--- src/rtl/mm_ln_pkg.sv ---
`default_nettype none
// +--------------------------------------------------------------------------+
// | Package   : mm_ln_pkg                                                    |
// | Purpose   : Shared constants and types for the LayerNorm/matmul          |
// |             parameter path: segment count, length width, segment        |
// |             index names and the transmit FSM state encoding.             |
// | Revision  : 1.0 - initial release                                        |
// +--------------------------------------------------------------------------+
package mm_ln_pkg;

  localparam int NUM_SEG   = 9;
  localparam int LEN_W     = 24;
  localparam int SEG_IDX_W = $clog2(NUM_SEG);

  // Frame order of the parameter segments.
  typedef enum logic [SEG_IDX_W-1:0] {
    SEG_W       = 4'd0,
    SEG_R_M     = 4'd1,
    SEG_R_E     = 4'd2,
    SEG_W_BIAS  = 4'd3,
    SEG_W_M     = 4'd4,
    SEG_W_E     = 4'd5,
    SEG_LN_BIAS = 4'd6,
    SEG_OUT_M   = 4'd7,
    SEG_OUT_E   = 4'd8
  } seg_e;

  typedef logic [1:0] state_t;
  localparam state_t ST_IDLE  = 2'd0;
  localparam state_t ST_LOAD  = 2'd1;
  localparam state_t ST_SEND  = 2'd2;
  localparam state_t ST_DRAIN = 2'd3;

endpackage
`default_nettype wire

--- src/rtl/mm_ln_param_tx_skid_buf.sv ---
`default_nettype none
// +--------------------------------------------------------------------------+
// | Module    : axis_skid_buf                                                |
// | Purpose   : Two-entry AXI-Stream register slice. The upstream ready is   |
// |             driven from a flop only, so no combinational path exists    |
// |             from out_ready to in_ready. Full throughput with            |
// |             out_ready held high; one cycle of latency.                   |
// | Ports     : clk, rst_n (sync, active-low)                                |
// |             in_data/in_valid/in_ready   - upstream side                 |
// |             out_data/out_valid/out_ready - downstream side              |
// | Revision  : 1.0 - initial release                                        |
// +--------------------------------------------------------------------------+
module axis_skid_buf #(
  parameter int W = 34
) (
  input  logic         clk,
  input  logic         rst_n,
  input  logic [W-1:0] in_data,
  input  logic         in_valid,
  output logic         in_ready,
  output logic [W-1:0] out_data,
  output logic         out_valid,
  input  logic         out_ready
);

  logic [W-1:0] main_d;
  logic [W-1:0] skid_d;
  logic         main_v;
  logic         skid_v;
  logic         in_fire;

  // Ready only depends on the skid entry being empty.
  assign in_ready  = ~skid_v;
  assign in_fire   = in_valid & in_ready;
  assign out_data  = main_d;
  assign out_valid = main_v;

  always_ff @(posedge clk) begin
    if (!rst_n) begin
      main_d <= '0;
      skid_d <= '0;
      main_v <= 1'b0;
      skid_v <= 1'b0;
    end else if (!main_v || out_ready) begin
      // Output register is free to move: refill from skid first, else input.
      if (skid_v) begin
        main_d <= skid_d;
        main_v <= 1'b1;
        skid_v <= 1'b0;
      end else begin
        main_v <= in_fire;
        if (in_fire) begin
          main_d <= in_data;
        end
      end
    end else if (in_fire) begin
      // Downstream stalled while a beat was already accepted: park it.
      skid_d <= in_data;
      skid_v <= 1'b1;
    end
  end

endmodule
`default_nettype wire

--- src/rtl/mm_ln_param_tx.sv ---
`default_nettype none
// +--------------------------------------------------------------------------+
// | Module    : mm_ln_param_tx                                               |
// | Purpose   : Serialises NUM_SEG parameter streams into one 32-bit         |
// |             AXI-Stream frame in segment order, with per-segment TLAST   |
// |             and an end-of-frame FLAST derived from seg_len.             |
// | Ports     : clk, rst_n (sync, active-low)                                |
// |             seg_len  - packed per-segment beat counts, latched on start |
// |             start    - frame start pulse (ignored while busy)           |
// |             s_T*     - per-segment source streams                       |
// |             m_T*     - serialised output stream, m_FLAST on final beat  |
// |             busy, frame_done, len_err                                   |
// | Options   : define MM_LN_PARAM_TX_LEN_CHECK_EN to compare source TLAST   |
// |             against the length-derived last beat (sticky len_err).      |
// | Revision  : 1.0 - initial release                                        |
// +--------------------------------------------------------------------------+
module mm_ln_param_tx
  import mm_ln_pkg::*;
#(
  parameter int D_W = 32
) (
  input  logic                     clk,
  input  logic                     rst_n,
  input  logic [NUM_SEG*LEN_W-1:0] seg_len,
  input  logic                     start,
  input  logic [NUM_SEG*D_W-1:0]   s_TDATA,
  input  logic [NUM_SEG-1:0]       s_TVALID,
  output logic [NUM_SEG-1:0]       s_TREADY,
  input  logic [NUM_SEG-1:0]       s_TLAST,
  output logic [D_W-1:0]           m_TDATA,
  output logic                     m_TVALID,
  input  logic                     m_TREADY,
  output logic                     m_TLAST,
  output logic                     m_FLAST,
  output logic                     busy,
  output logic                     frame_done,
  output logic                     len_err
);

  state_t                 state;
  state_t                 state_nxt;
  logic [LEN_W-1:0]       len_r [NUM_SEG];
  logic [SEG_IDX_W-1:0]   seg_idx;
  logic [LEN_W-1:0]       beat_cnt;
  logic                   frame_done_r;

  logic [NUM_SEG-1:0]     len_nz;
  logic [SEG_IDX_W-1:0]   first_nz;
  logic [SEG_IDX_W-1:0]   next_nz;
  logic                   any_nz;
  logic                   has_next;

  logic [LEN_W-1:0]       cur_len;
  logic [D_W-1:0]         cur_data;
  logic                   cur_valid;
  logic                   seg_last;
  logic                   src_fire;
  logic                   start_ok;
  logic                   out_fire;

  logic                   slice_valid;
  logic                   slice_ready;

  // ---------------------------------------------------------------------
  // Current-segment selection and next-nonzero-segment search
  // ---------------------------------------------------------------------
  always_comb begin
    cur_len   = '0;
    cur_data  = '0;
    cur_valid = 1'b0;
    for (int k = 0; k < NUM_SEG; k++) begin
      if (seg_idx == SEG_IDX_W'(k)) begin
        cur_len   = len_r[k];
        cur_data  = s_TDATA[k*D_W +: D_W];
        cur_valid = s_TVALID[k];
      end
    end
  end

  // Descending scans so the lowest matching index wins.
  always_comb begin
    len_nz   = '0;
    first_nz = '0;
    any_nz   = 1'b0;
    next_nz  = '0;
    has_next = 1'b0;
    for (int k = NUM_SEG - 1; k >= 0; k--) begin
      len_nz[k] = |len_r[k];
      if (len_nz[k]) begin
        first_nz = SEG_IDX_W'(k);
        any_nz   = 1'b1;
      end
      if (len_nz[k] && (SEG_IDX_W'(k) > seg_idx)) begin
        next_nz  = SEG_IDX_W'(k);
        has_next = 1'b1;
      end
    end
  end

  assign seg_last = (beat_cnt == (cur_len - LEN_W'(1)));
  assign src_fire = (state == ST_SEND) && cur_valid && slice_ready;
  assign out_fire = m_TVALID && m_TREADY;
  // A start coinciding with the frame_done pulse belongs to the old frame.
  assign start_ok = start && !frame_done_r;

  // ---------------------------------------------------------------------
  // FSM: state register
  // ---------------------------------------------------------------------
  always_ff @(posedge clk) begin
    if (!rst_n) begin
      state <= ST_IDLE;
    end else begin
      state <= state_nxt;
    end
  end

  // ---------------------------------------------------------------------
  // FSM: next-state logic
  // ---------------------------------------------------------------------
  always_comb begin
    state_nxt = state;
    case (state)
      ST_IDLE:  if (start_ok) state_nxt = ST_LOAD;
      ST_LOAD:  state_nxt = any_nz ? ST_SEND : ST_IDLE;
      ST_SEND:  if (src_fire && seg_last && !has_next) state_nxt = ST_DRAIN;
      ST_DRAIN: if (out_fire && m_FLAST) state_nxt = ST_IDLE;
      default:  state_nxt = ST_IDLE;
    endcase
  end

  // ---------------------------------------------------------------------
  // FSM: outputs
  // ---------------------------------------------------------------------
  always_comb begin
    s_TREADY    = '0;
    slice_valid = 1'b0;
    busy        = (state != ST_IDLE) || frame_done_r;
    if (state == ST_SEND) begin
      slice_valid = cur_valid;
      for (int k = 0; k < NUM_SEG; k++) begin
        if (seg_idx == SEG_IDX_W'(k)) begin
          s_TREADY[k] = slice_ready;
        end
      end
    end
  end

  assign frame_done = frame_done_r;

  // ---------------------------------------------------------------------
  // Frame bookkeeping: lengths, segment pointer, beat counter
  // ---------------------------------------------------------------------
  always_ff @(posedge clk) begin
    if (!rst_n) begin
      for (int k = 0; k < NUM_SEG; k++) begin
        len_r[k] <= '0;
      end
      seg_idx      <= SEG_IDX_W'(SEG_W);
      beat_cnt     <= '0;
      frame_done_r <= 1'b0;
    end else begin
      frame_done_r <= ((state == ST_LOAD) && !any_nz) ||
                      ((state == ST_DRAIN) && out_fire && m_FLAST);
      case (state)
        ST_IDLE: begin
          if (start_ok) begin
            for (int k = 0; k < NUM_SEG; k++) begin
              len_r[k] <= seg_len[k*LEN_W +: LEN_W];
            end
            seg_idx  <= SEG_IDX_W'(SEG_W);
            beat_cnt <= '0;
          end
        end
        ST_LOAD: seg_idx <= first_nz;
        ST_SEND: begin
          if (src_fire) begin
            if (seg_last) begin
              beat_cnt <= '0;
              if (has_next) begin
                seg_idx <= next_nz;
              end
            end else begin
              beat_cnt <= beat_cnt + LEN_W'(1);
            end
          end
        end
        default: ;
      endcase
    end
  end

  // ---------------------------------------------------------------------
  // Output register slice: payload = {FLAST, TLAST, DATA}
  // ---------------------------------------------------------------------
  axis_skid_buf #(
    .W (D_W + 2)
  ) u_skid (
    .clk       (clk),
    .rst_n     (rst_n),
    .in_data   ({seg_last && !has_next, seg_last, cur_data}),
    .in_valid  (slice_valid),
    .in_ready  (slice_ready),
    .out_data  ({m_FLAST, m_TLAST, m_TDATA}),
    .out_valid (m_TVALID),
    .out_ready (m_TREADY)
  );

  // ---------------------------------------------------------------------
  // Optional source-TLAST consistency check
  // ---------------------------------------------------------------------
`ifdef MM_LN_PARAM_TX_LEN_CHECK_EN
  logic cur_tlast;
  logic len_err_r;

  always_comb begin
    cur_tlast = 1'b0;
    for (int k = 0; k < NUM_SEG; k++) begin
      if (seg_idx == SEG_IDX_W'(k)) begin
        cur_tlast = s_TLAST[k];
      end
    end
  end

  always_ff @(posedge clk) begin
    if (!rst_n) begin
      len_err_r <= 1'b0;
    end else if (src_fire && (cur_tlast != seg_last)) begin
      len_err_r <= 1'b1;
    end
  end

  assign len_err = len_err_r;
`else
  // Source TLAST has no role in framing when the check is not built.
  logic unused_tlast;
  assign unused_tlast = ^s_TLAST;
  assign len_err      = 1'b0;
`endif

endmodule
`default_nettype wire
--- config.mk ---
export PLATFORM = sky130hd
export DESIGN_NAME = mm_ln_param_tx
export DESIGN_NICKNAME = d
export VERILOG_FILES = /design/src/rtl/mm_ln_pkg.sv /design/src/rtl/mm_ln_param_tx_skid_buf.sv /design/src/rtl/mm_ln_param_tx.sv
export SDC_FILE = /design/constraint.sdc
export NUM_CORES = 1
export LEC_CHECK = 0
export ABC_AREA = 1
export BUFFER_PORTS_ARGS = -buffer_cell sky130_fd_sc_hd__buf_2
export CAP_MARGIN = 10
export CORE_AREA = 2 2 221 223
export DETAILED_ROUTE_END_ITERATION = 8
export DIE_AREA = 0 0 223 225
export PLACE_DENSITY_LB_ADDON = 0.12
export SYNTH_ARGS = -nofsm -noshare
export SYNTH_HDL_FRONTEND = slang
export SYNTH_SLANG_ARGS = --single-unit
--- constraint.sdc ---
create_clock -name clk -period 8.2 [get_ports clk]
set_input_delay 0.82 -clock clk [delete_from_list [all_inputs] [get_ports clk]]
set_output_delay 0.82 -clock clk [all_outputs]
set_load 0.01 [all_outputs]
### Word-level counts from Yosys, hierarchy flattened

Memory sizes are Yosys's and may differ from the RTL's.
Index checks and enable logic that the tools add are counted.

* register bits after elaboration: 101
* memory bits (writable): 216
* input port bits: 526
* output and inout bits: 47
* logic and storage cells: 204
* memories: 1

Memory list
* len_r: depth 9, width 24, read ports 9, clocked after memory_dff 0, wr ports 9, RTL line mm_ln_param_tx.sv:42 `logic [LEN_W-1:0] len_r [NUM_SEG];`

* add/subtract/negate cells: 2
* order comparisons: 9
* equality and inequality tests: 18
* mux-type cells: 105
* bitwise logic cells: 13
* reduce and logical (&&, ||, !) cells: 48

Operators with widths (number)
* 24-bit 2-to-1 mux: 21
* 32-bit 2-to-1 mux: 9
* 24-bit OR reduction: 9
* 4-bit 2-to-1 mux: 22
* 34-bit 2-to-1 mux: 2
* 24-bit case mux with 2 select lines: 1
* 1-bit 2-to-1 mux: 43
* 24-bit by 1-bit adder with 24-bit output (second input constant): 1
* 24-bit == test: 1
* 24-bit by 1-bit subtractor with 24-bit output (second input constant): 1
* 1-bit logical AND: 20
* 4-bit by 3-bit == test with 1-bit output (second input constant): 4
* 3-bit by 4-bit greater-than comparator with 1-bit output (first input constant): 4
* 4-bit case mux with 3 select lines: 1
* 2-bit inequality test (second input constant): 5
* 9-bit 2-to-1 mux: 1
* 1-bit bitwise OR: 9
* 4-bit by 2-bit == test with 1-bit output (second input constant): 2
* 1-bit by 4-bit greater-than comparator with 1-bit output (first input constant): 2
* 2-bit by 4-bit greater-than comparator with 1-bit output (first input constant): 2
* 2-bit 2-to-1 mux: 4
* 2-bit case mux with 4 select lines: 1
* 3-bit AND reduction: 2
* 2-bit nonzero test: 3
* other kinds (16): 25

### Logic depth before layout (Yosys ltp)

* depth after elaboration: 16
* mapped depth: 27
* depth with buffers taken out: 26

### By module

A second synthesis with hierarchy kept.

* cell total of the unflattened synthesis: 2757
* area total of the unflattened synthesis: 19378.6 µm²

Modules (own cells, without submodules)
* mm_ln_param_tx: instances 1, cells each 2232, area an instance 16071.7 µm², sequential area each 7106.8 µm²
* axis_skid_buf: instances 1, cells each 525, area an instance 3306.9 µm², sequential area each 1401.3 µm²

### Least setup slack after synthesis

OpenSTA, ideal clock, no wires.

* kind: input -> register
* start point: input rst_n
* end point: memory len_r[0][0], enable pin
* library setup time: 1.692 ns
* arrival: 4.874 ns
* required time: 6.508 ns
* setup slack: 1.633 ns
* stages: 3
* buffers on the path: 2
* cell sequence: clkbuf_1 clkbuf_1 nand2_1

RTL lines
* start: declaration: RTL line mm_ln_param_tx.sv:23 `input logic rst_n,`
* end: declaration: RTL line mm_ln_param_tx.sv:42

### Worst setup path in the final report

* start point: register seg_idx[1]
* end point: register beat_cnt[12]

* cells in the longest elaborated chain, start to end: 15
* elaborated cells on any way between the ends: 36
* those cells by class: add/sub (1); eq/ne (10); mux (21); reduce/logical (4)

Ends and longest elaborated chain
* start: declaration: RTL line mm_ln_param_tx.sv:43 `logic [SEG_IDX_W-1:0] seg_idx;`
* start signal: assignment: RTL line mm_ln_param_tx.sv:158 `seg_idx <= SEG_IDX_W'(SEG_W);`
* start signal: assignment: RTL line mm_ln_param_tx.sv:170 `seg_idx <= SEG_IDX_W'(SEG_W);`
* start signal: assignment: RTL line mm_ln_param_tx.sv:174 `ST_LOAD: seg_idx <= first_nz;`
* 4-bit zero test: RTL line mm_ln_param_tx.sv:72 `if (seg_idx == SEG_IDX_W'(k)) begin`
* 24-bit 2-to-1 mux (9 in a row): RTL line mm_ln_param_tx.sv:72
* 24-bit by 1-bit subtractor with 24-bit output: RTL line mm_ln_param_tx.sv:100 `assign seg_last = (beat_cnt == (cur_len - LEN_W'(1)));`
* 24-bit == test: RTL line mm_ln_param_tx.sv:100
* 24-bit 2-to-1 mux: RTL line mm_ln_param_tx.sv:177 `if (seg_last) begin`
* 24-bit 2-to-1 mux: RTL line mm_ln_param_tx.sv:176 `if (src_fire) begin`
* 24-bit case mux with 2 select lines: RTL line mm_ln_param_tx.sv:164 `case (state)`
* end signal: assignment: RTL line mm_ln_param_tx.sv:183 `beat_cnt <= beat_cnt + LEN_W'(1);`
* end: declaration: RTL line mm_ln_param_tx.sv:44 `logic [LEN_W-1:0] beat_cnt;`

Several ways; a longest one is shown, not always the timed one. The select of a mux whose other input is x is not followed.
A chain may end at the register's enable or synchronous reset.

==> flow_summary.ini <==
[yosys]
postSynthCellCount = 2498
yosys_warnings = 0
synth_top_flop_cell = edfxtp_1
ys_seq_elements = 317
syn_area_per_cell_um2 = 7.33
yosys-top-cells-count = 520 x nand2_1, 432 x nor2_1, 368 x inv_1, 216 x edfxtp_1, 202 x nand3_1
syn_nets = 3031
synthDistinctLibCells = 48
synth.area.top_cells = edfxtp_1 35%, dfxtp_1 11%, nand2_1 11%, nor2_1 8.9%, inv_1 7.5%
yosysTopAreaCell = edfxtp_1
synthArstFlopShare_pct = 0
yosys.area.top_type_share_pct = 35.4
synth.cell_area_mm2 = 0.0183
synth_edf_count = 216
yosysSeqAreaShare_pct = 46.4
yosysMostFrequentCell = nand2_1

[routing]
drc = 0
vias = 19400
wl_per_cell_um = 22.3
drt_first_pass_iters = 6
wl_um = 81300
dr.first_iter.drc_count = 1583
drtAntennaViolNets = 0
viasPerCell = 5.30

[worst_setup_path]
crit_type = flop to flop
critPathMaxStageDelay_ns = 0.83
cp_slowest_cell = a21oi_2
crit_required_ns = 8.60
reg2reg_depth = 22
end_kind = flop
cp_max_fo = 55
path_cells = inv_2 > nor2_2 > nand2_4 > inv_2 > a21oi_1 > nand4_1 > nand2_1 > nand2_1 > inv_1 > ha_1 > nand3_1 > nor2_1 > nand3_1 > nand2_1 > nand2_1 > nand2_1 > inv_1 > nand2_1 > nor2_2 > nand2_2 > a21oi_2 > nor3_1
worstSetupStartpointType = flop
crit_path_frequent_cell = nand2_1
crit_arrival_ns = 6.22

[die]
die_h_um = 225
start_util_pct = 38.5
rows = 80
fp.dieW_um = 223
ioPinCount = 573
die_area_mm2 = 0.0502
core_area_mm2 = 0.0475

[clocking]
post_cts_buffers = 0
postCtsHoldBufs = 0
clock_latency_ns = 0.56
clkTransAtPathRegs_ns = 0.06
cts_buffer_depth = 3
cts_inserted_buffers = 37
cts_tree = done
root_buffer = clkbuf_16
cts_resized = 0
htreeDepth = 2
clock_sinks = 317

[grt]
overflow = 0
grt_pass1_vias = 18500
global_route.peak_usage_layer = met2
track_usage_pct = 31.8
grt_pass1_wl_um = 118000
antenna_found_initial = 24
grt_max_degree = 217
use_met3_pct = 6.60
gr-usage-met1_pct = 39.8
met2_usage_pct = 53.2

[power_and_ir_drop]
power_density_mw_per_mm2 = 370
leakage_nw = 11.0
post-layout-total-power_mw = 8.48
vdd_drop_max_mv = 0.187

[layout]
nets = 3527
fillerInstances = 4886
fin_area_mm2 = 0.0229
areaGrowthSynthToFinish_pct = 25.0
layout-drive-gt1-share_pct = 22.8

[timing]
fin_crit_ns = 5.83
period_share_pct = 71.0
setup_violations = 0
worstMarginPinSlew_ns = 1.16
fmax_mhz = 172
hold-worst-slack_ns = 0.455
layout_setup_ws_ns = 2.37
final-hold-violation-count = 0
fin_tns_setup_ns = 0
clock_skew_ns = 0.0179
rsz0062_at_grt = false
slew_headroom_pct = 22.0
drv_slew = 0

[min_path]
hold_class = flop to flop
min_path_cells = 2

[outcome]
status = completed

[place]
placed_area_mm2 = 0.0216
pre_cts_ws_ns = 2.42
port_buffers = 562
place.gp.congestion = 1.06
place.detailed.hpwl_um = 63700

[run]
max_cap_violations = 0
[cell type report]
cell class / count / area, um^2 / area share [%]
Sequential cell: 317 / 8510 / 37.2
Multi-Input combinational cell: 1678 / 7910 / 34.6
Timing Repair Buffer: 581 / 2980 / 13.0
Inverter: 379 / 1420 / 6.21
Clock buffer: 43 / 991 / 4.33
Tap cell: 615 / 769 / 3.36
Clock inverter: 21 / 279 / 1.22
Antenna cell: 15 / 37.5 / 0.164
[worst max-delay path, delay by kind of cell (launching register included)]
| family | cells | cell delay [ns] |
|---|---|---|
| buffers and inverters | 4 | 1.09 |
| AO/OA/AOI/OAI | 2 | 0.98 |
| flip-flops | 1 | 0.50 |
| AND/OR/NAND/NOR | 15 | 2.81 |
| adder cells (fa/ha/maj) | 1 | 0.23 |
[per-stage QoR]
stage	utilization, %	instances
2_1_floorplan	-	2498
3_3_place_gp	45.4	3570
3_5_place_dp	45.4	3570
4_1_cts	48.1	3634
5_1_grt	48.1	3644
6_report	48.2	3649
[final timing paths]
path,start,slack [ns],to
worst max register to register,seg_idx[1],2.37,beat_cnt[12]
worst min-delay path,u_skid.skid_d[11],0.46,u_skid.skid_d[11]
worst min register to register,u_skid.skid_d[11],0.46,u_skid.skid_d[11]
worst max-delay path,seg_idx[1],2.37,beat_cnt[12]
[state kept, by name, indices dropped and copies added, names as in the netlist, named ones only]
register          count
len_r               216
u_skid.out_data      34
u_skid.skid_d        34
frame_done            1
seg_idx               4
u_skid.skid_v         1
beat_cnt             24
state                 1
u_skid.out_valid      1
[layer usage]
layer,vias to the layer above,wire [um]
met4,10,3200
met2,938,38100
li1,9183,-
met3,139,6960
met5,-,69
met1,9082,33000
[cells in the final DEF, fill, tap and decap left out, types with 17 or more instances in the layout]
master	n
a221oi_1	21
dfxtp_1	101
edfxtp_1	216
o21ai_0	123
a31oi_1	22
nor4_1	46
buf_2	562
inv_1	368
nor3_1	17
nand4_1	90
xor2_1	20
a21oi_1	74
buf_4	17
nor2_1	428
clkbuf_16	39
nand3_1	202
nand2_1	519
[logic make-up after synthesis]
logic type	after synthesis	share of synthesized area, %
AOI/OAI and AO/OA	283	8.90
and+or+nand+nor	1366	32.5
adders and majority gates	7	0.478
DFF	317	46.4
xor gates and xnor gates	21	1.08
buffers and inverters	503	10.6
other	1	0.0205
[where the power goes]
part / switching [mW] / leakage, nW / internal (mW) / total, mW
sequential: 0.206 / 3.14 / 2.10 / 2.31
clock: 0.689 / 0.623 / 1.06 / 1.75
combinational: 3.25 / 7.26 / 1.18 / 4.42
total: 4.14 / 11.0 / 4.34 / 8.48
No activity file was read; power rests on OpenSTA's default activity.
